==> src/rtl/seq_pkg.sv <==
// rtl/seq_pkg.sv - shared constants and length clamp for the sequence detector family
package seq_pkg;

  typedef enum logic {
    SEQ_NOVL = 1'b0,
    SEQ_OVL  = 1'b1
  } seq_ovl_e;

  localparam logic [3:0] SEQ_DEF_PAT = 4'b1100;

  // A length of 0 or anything beyond the pattern register means "use the whole register".
  function automatic int unsigned seq_clamp_len(input int unsigned len, input int unsigned pat_w);
    if (len == 0 || len > pat_w) begin
      return pat_w;
    end
    return len;
  endfunction

endpackage

==> src/rtl/seq_hist_reg.sv <==
// rtl/seq_hist_reg.sv - serial history shift register with saturating fill count
module seq_hist_reg #(
  parameter int PAT_W = 4,
  parameter int LEN_W = $clog2(PAT_W + 1)
) (
  input  logic             clk,
  input  logic             rst,
  input  logic             shift_en,
  input  logic             clr,
  input  logic             novl_clr,
  input  logic             bit_in,
  output logic [PAT_W-2:0] hist,
  output logic [LEN_W-1:0] fill
);

  localparam logic [LEN_W-1:0] FILL_MAX = LEN_W'(PAT_W - 1);
  localparam logic [LEN_W-1:0] FILL_ONE = LEN_W'(1);

  logic [PAT_W-2:0] hist_q, hist_d;
  logic [LEN_W-1:0] fill_q, fill_d;
  logic [PAT_W-2:0] shifted;

  generate
    if (PAT_W == 2) begin : g_one_bit
      assign shifted = bit_in;
    end else begin : g_multi_bit
      assign shifted = {hist_q[PAT_W-3:0], bit_in};
    end
  endgenerate

  always_comb begin
    hist_d = hist_q;
    fill_d = fill_q;
    if (clr) begin
      fill_d = '0;
    end else if (shift_en) begin
      hist_d = shifted;
      if (novl_clr) begin
        fill_d = '0;
      end else if (fill_q != FILL_MAX) begin
        fill_d = fill_q + FILL_ONE;
      end
    end
  end

  always_ff @(posedge clk or posedge rst) begin
    if (rst) begin
      hist_q <= '0;
      fill_q <= '0;
    end else begin
      hist_q <= hist_d;
      fill_q <= fill_d;
    end
  end

  assign hist = hist_q;
  assign fill = fill_q;

endmodule

==> src/rtl/seq_detect_param.sv <==
// rtl/seq_detect_param.sv - programmable serial pattern detector, Mealy match output
// Optional saturating match counter built when SEQ_DETECT_CNT_EN is defined.
module seq_detect_param
  import seq_pkg::*;
#(
  parameter int               PAT_W   = 4,
  parameter int               CNT_W   = 8,
  parameter logic [PAT_W-1:0] RST_PAT = SEQ_DEF_PAT,
  parameter int               RST_LEN = 4,
  parameter bit               RST_OVL = 1'b1,
  parameter int               LEN_W   = $clog2(PAT_W + 1)
) (
  input  logic             clk,
  input  logic             rst,
  input  logic             in,
  input  logic             in_valid,
  input  logic             cfg_load,
  input  logic [PAT_W-1:0] cfg_pattern,
  input  logic [LEN_W-1:0] cfg_len,
  input  logic             cfg_overlap,
  input  logic             cnt_clr,
  output logic             y,
  output logic [CNT_W-1:0] match_cnt
);

  localparam logic [LEN_W-1:0] RST_L   = LEN_W'(seq_clamp_len(RST_LEN, PAT_W));
  localparam logic [LEN_W:0]   LEN_ONE = (LEN_W + 1)'(1);

  logic [PAT_W-1:0] pat_q, pat_d;
  logic [LEN_W-1:0] len_q, len_d;
  seq_ovl_e         ovl_q, ovl_d;

  logic [PAT_W-2:0] hist;
  logic [LEN_W-1:0] fill;
  logic             accept;
  logic             fill_ok;
  logic [PAT_W-1:0] window;
  logic [PAT_W-1:0] mask;
  logic             novl_clr;

  always_comb begin
    pat_d = pat_q;
    len_d = len_q;
    ovl_d = ovl_q;
    if (cfg_load) begin
      pat_d = cfg_pattern;
      len_d = LEN_W'(seq_clamp_len(32'(cfg_len), PAT_W));
      ovl_d = seq_ovl_e'(cfg_overlap);
    end
  end

  always_ff @(posedge clk or posedge rst) begin
    if (rst) begin
      pat_q <= RST_PAT;
      len_q <= RST_L;
      ovl_q <= seq_ovl_e'(RST_OVL);
    end else begin
      pat_q <= pat_d;
      len_q <= len_d;
      ovl_q <= ovl_d;
    end
  end

  // A bit arriving with cfg_load is dropped, so it neither matches nor shifts.
  assign accept = in_valid & ~cfg_load;
  assign window = {hist, in};

  always_comb begin
    mask = '0;
    for (int i = 0; i < PAT_W; i++) begin
      mask[i] = (i < int'(len_q));
    end
  end

  // fill >= L-1, written as fill+1 >= L to stay unsigned-safe.
  assign fill_ok  = ({1'b0, fill} + LEN_ONE) >= {1'b0, len_q};
  assign y        = accept & fill_ok & (((window ^ pat_q) & mask) == '0);
  assign novl_clr = y & (ovl_q == SEQ_NOVL);

  seq_hist_reg #(
    .PAT_W (PAT_W),
    .LEN_W (LEN_W)
  ) u_hist (
    .clk      (clk),
    .rst      (rst),
    .shift_en (accept),
    .clr      (cfg_load),
    .novl_clr (novl_clr),
    .bit_in   (in),
    .hist     (hist),
    .fill     (fill)
  );

`ifdef SEQ_DETECT_CNT_EN
  localparam logic [CNT_W-1:0] CNT_ONE = CNT_W'(1);

  logic [CNT_W-1:0] cnt_q, cnt_d;

  always_comb begin
    cnt_d = cnt_q;
    if (cnt_clr) begin
      cnt_d = '0;
    end else if (y && (cnt_q != '1)) begin
      cnt_d = cnt_q + CNT_ONE;
    end
  end

  always_ff @(posedge clk or posedge rst) begin
    if (rst) begin
      cnt_q <= '0;
    end else begin
      cnt_q <= cnt_d;
    end
  end

  assign match_cnt = cnt_q;
`else
  logic cnt_clr_unused;
  assign cnt_clr_unused = cnt_clr;
  assign match_cnt      = '0;
`endif

endmodule
==> config.mk <==
export PLATFORM = sky130hd
export DESIGN_NAME = seq_detect_param
export DESIGN_NICKNAME = d
export VERILOG_FILES = /design/src/rtl/seq_pkg.sv /design/src/rtl/seq_hist_reg.sv /design/src/rtl/seq_detect_param.sv
export SDC_FILE = /design/constraint.sdc
export NUM_CORES = 1
export LEC_CHECK = 0
export ABC_CLOCK_PERIOD_IN_PS = 2560
export BUFFER_PORTS_ARGS = -buffer_cell sky130_fd_sc_hd__buf_2
export CAP_MARGIN = 10
export CELL_PAD_IN_SITES_DETAIL_PLACEMENT = 1
export CELL_PAD_IN_SITES_GLOBAL_PLACEMENT = 1
export CORE_ASPECT_RATIO = 0.75
export CORE_MARGIN = 2
export CORE_UTILIZATION = 38
export CTS_CLUSTER_SIZE = 30
export DETAILED_ROUTE_END_ITERATION = 6
export PLACE_DENSITY = 0.81
export SYNTH_ARGS = -nofsm -noshare
export SYNTH_HDL_FRONTEND = slang
export SYNTH_SLANG_ARGS = --single-unit
==> constraint.sdc <==
create_clock -name clk -period 2.56 [get_ports clk]
set_input_delay 0.128 -clock clk [delete_from_list [all_inputs] [get_ports clk]]
set_output_delay 0.128 -clock clk [all_outputs]
set_load 0.02 [all_outputs]
==> summary.txt <==
Floorplan
  • Core region area: 2070 sq um
  • Die H: 45.2 microns
  • Boundary pin count: 23
  • Placement Rows: 14
  • Starting Density: 41.5%
  • DIE WIDTH: 58.9 microns
  • Total die area: 2660 sq um

GRT
  • Met2 global-route usage: 29.8%
  • Met1 usage: 17.5%
  • Global-route wire length before repair: 3.11 mm
  • Final global-route overflow total: 0
  • Largest net degree at the start of global routing: 20
  • Initial antenna violation count: 0
  • GRT met3 Usage: 4.30%
  • Global route hottest layer: met2
  • Vias in the first global route: 678
  • Total Routing Usage GR: 15.9%

Timing
  • Final Hold Viols: 0
  • Final setup violation count: 0
  • Unrepaired setup endpoints after global routing: no
  • Pins Over Slew Limit: 0
  • Total negative slack: 0 ns
  • Worst slew pin tran: 0.522 ns
  • Clk_skew: 0.0106 ns
  • Final period util: 89.8%
  • Period minus WS final: 2.30 ns
  • F_max: 435 MHz
  • Slew headroom: 65.2%

Outcome
  • Status: finished, violations left
  • Failing checks: DRC

Yosys
  • Synth Instances: 85
  • Area leader, netlist: dfrtp_1
  • Yosys top cell area share: 29.2%
  • Ys flop type: dfrtp_1
  • Post-synthesis register bit count: 14
  • Yosys warns: 0
  • Mean Syn Cell Area: 10.1 sq um
  • Post-synth EDFFs: 0
  • Unique masters post-synth: 26
  • Synthesized area: 858 sq um
  • Sequential fraction of the synthesis area: 41.4%
  • Ys async rst share: 100%
  • Top area cells in the synthesized netlist: dfrtp_1 29%, dfstp_2 12%, mux2_2 9.2%, ha_1 8.7%, buf_4 7.0%

Clocking
  • CTS Buffer Depth: 2
  • H-tree depth: 1
  • Sink Count: 14
  • Reg clk slew, reported paths: 0.09 ns
  • Number of setup buffers added after CTS: 0
  • Worst skew pair latency: 0.28 ns
  • CTS root buffer: clkbuf_4
  • TritonCTS clock tree: done
  • Post-CTS Resized: 0
  • TritonCTS buffer count: 3

Detailed routing
  • DRC viols: 3
  • Vias per cell: 5.18
  • Post-Route WL: 1.76 mm
  • Initial DRC count: 23
  • DR pass1 iterations: 6
  • Via Count: 642
  • Number of nets with antenna violations after routing: 0
  • Avg WL per Cell: 14.2 microns

Hold path
  • Worst Hold Class: in2reg

Power and ir drop
  • Comb pwr share: 20.9%
  • Sw power: 0.000157 W
  • Switching part of the total: 28.5%
  • VDD IR max: 0.000298 V
  • P_int: 0.000394 W
  • Clk pwr share: 28.5%
  • Total leakage power: 0.472 nW
  • Power Total: 0.000551 W
  • PwrDens: 576 nW/um^2
  • Sequential share of power: 50.5%

Setup path
  • Crit path DAT: 2.17 ns
  • Worst path bufs/invs: 2
  • R2r setup slk: 0.46 ns
  • Cell mode on critical path: ha_1
  • Critical Path RT: 2.43 ns
  • Setup crit end kind: primary output
  • Worst-path cell chain: ha_1 -> ha_1 -> inv_1 -> ha_1 -> o21ai_0 -> o21ai_0 -> and3_2 -> buf_2
  • Critical path's slowest cell: dfrtp_1
  • Critical Path Max Stage Delay: 0.46 ns
  • Startpoint Class: flip-flop
  • Setup CP Type: reg2out
  • Crit path max fanout: 6
  • CP top delay family: adder cells

Finish
  • Share of cells above drive strength 1: 33.0%
  • Layout Nets: 121
  • Non-Filler Cell Area, Final: 957 sq um
  • Antenna cell count: 0
  • Area grow syn2layout: 11.5%
  • Finished Layout Cells: 124

Place
  • DP Area: 911 sq um
  • Placed cell count: 119
  • Buffers added on ports: 13
  • DP Wirelength: 1.42 mm
  • Gp weighted congestion: 0.779

Flow run
  • Maximum capacitance violations: 0
worst min-delay path: cells and delay by family:
family                 cells  cell delay, ns
buffers and inverters      1            0.07
AND/OR/NAND/NOR            1            0.04
AO/OA/AOI/OAI              1            0.06
final timing paths:
path	start	end	cells after the start
min in group asynchronous	rst	u_hist.hist[2]	3
hold reg to reg	ovl_q	ovl_q	2
hold / removal	cfg_overlap	ovl_q	3
setup / recovery	u_hist.fill[0]	y	8
setup reg to reg	u_hist.fill[0]	u_hist.fill[1]	8
max in group asynchronous	rst	len_q[2]	3
layout make-up:
class | count | area, sq um
multi-input combinational | 59 | 427
inverter | 9 | 33.8
sequential | 14 | 355
timing repair buffer | 14 | 75.1
clock buffer | 4 | 36.3
fill | 248 | 1110
tap | 24 | 30.0
flip-flops by register name (all words and copies together), names as in the netlist:
name,count
pat_q,4
len_q,3
u_hist.hist,3
u_hist.fill,3
ovl_q,1
placed cells by master, fill, tap and decap left out, types with 2 or more instances in the layout:
cell type,count
a21oi_1,4
buf_2,13
clkbuf_4,3
conb_1,8
dfrtp_1,10
dfstp_2,4
ha_1,6
inv_1,9
mux2_2,7
nand2_1,3
nand2b_1,5
nor2_1,3
o21ai_0,5
o32ai_1,3
or2_2,2
xor2_1,4
cells in the mapped netlist, drive strengths merged (4+ instances only):
library cell and number:
ha 6, dfrtp 10, dfstp 4, nand2b 5, a21oi 4, xor2 4
inv 9, buf 10, mux2 7, o21ai 5
kinds of logic after synthesis:
| kind of cell | after synthesis | synth area share (%) |
|---|---|---|
| AO/OA/AOI/OAI | 16 | 12.0 |
| flip-flops | 14 | 41.4 |
| adder cells (fa/ha/maj) | 6 | 8.75 |
| XOR/XNOR | 4 | 4.08 |
| other | 1 | 0.437 |
| AND/OR/NAND/NOR | 18 | 12.2 |
| multiplexers | 7 | 9.18 |
| buffers and inverters | 19 | 12.0 |
stage by stage:
| step | hold WS, ns | setup slack (ns) | util (%) |
|---|---|---|---|
| 2_1_floorplan | 0.0144 | 0.691 | - |
| 3_3_place_gp | 0.185 | 0.547 | 44.1 |
| 3_5_place_dp | 0.213 | 0.461 | 44.1 |
| 4_1_cts | 0.0526 | 0.266 | 46.3 |
| 5_1_grt | 0.0681 | 0.132 | 46.3 |
| 6_report | 0.0594 | 0.262 | 46.3 |
per-layer routing:
layer / vias up / part of all wire, %
met2: 18 / 51
met4: 0 / 1.1
met5: - / 0
met3: 2 / 4.3
met1: 317 / 43
li1: 305 / -
repair_timing:
action,4_1_cts,5_1_grt
endpoints found under the setup margin,0,0
hold endpoints to repair,10,0
hold buffers,1,0
power by group through the flow:
stage	clock (W)	sequential, W	combinational (W)
after global placement	0	0.000279	0.000107
after global routing	0.000171	0.000284	0.000132
after CTS	0.000164	0.000279	0.000117
final	0.000157	0.000279	0.000115
after floorplan	0	0.000274	0.0000963
after detailed placement	0	0.000283	0.000116
(Power assumes the default switching activity.)
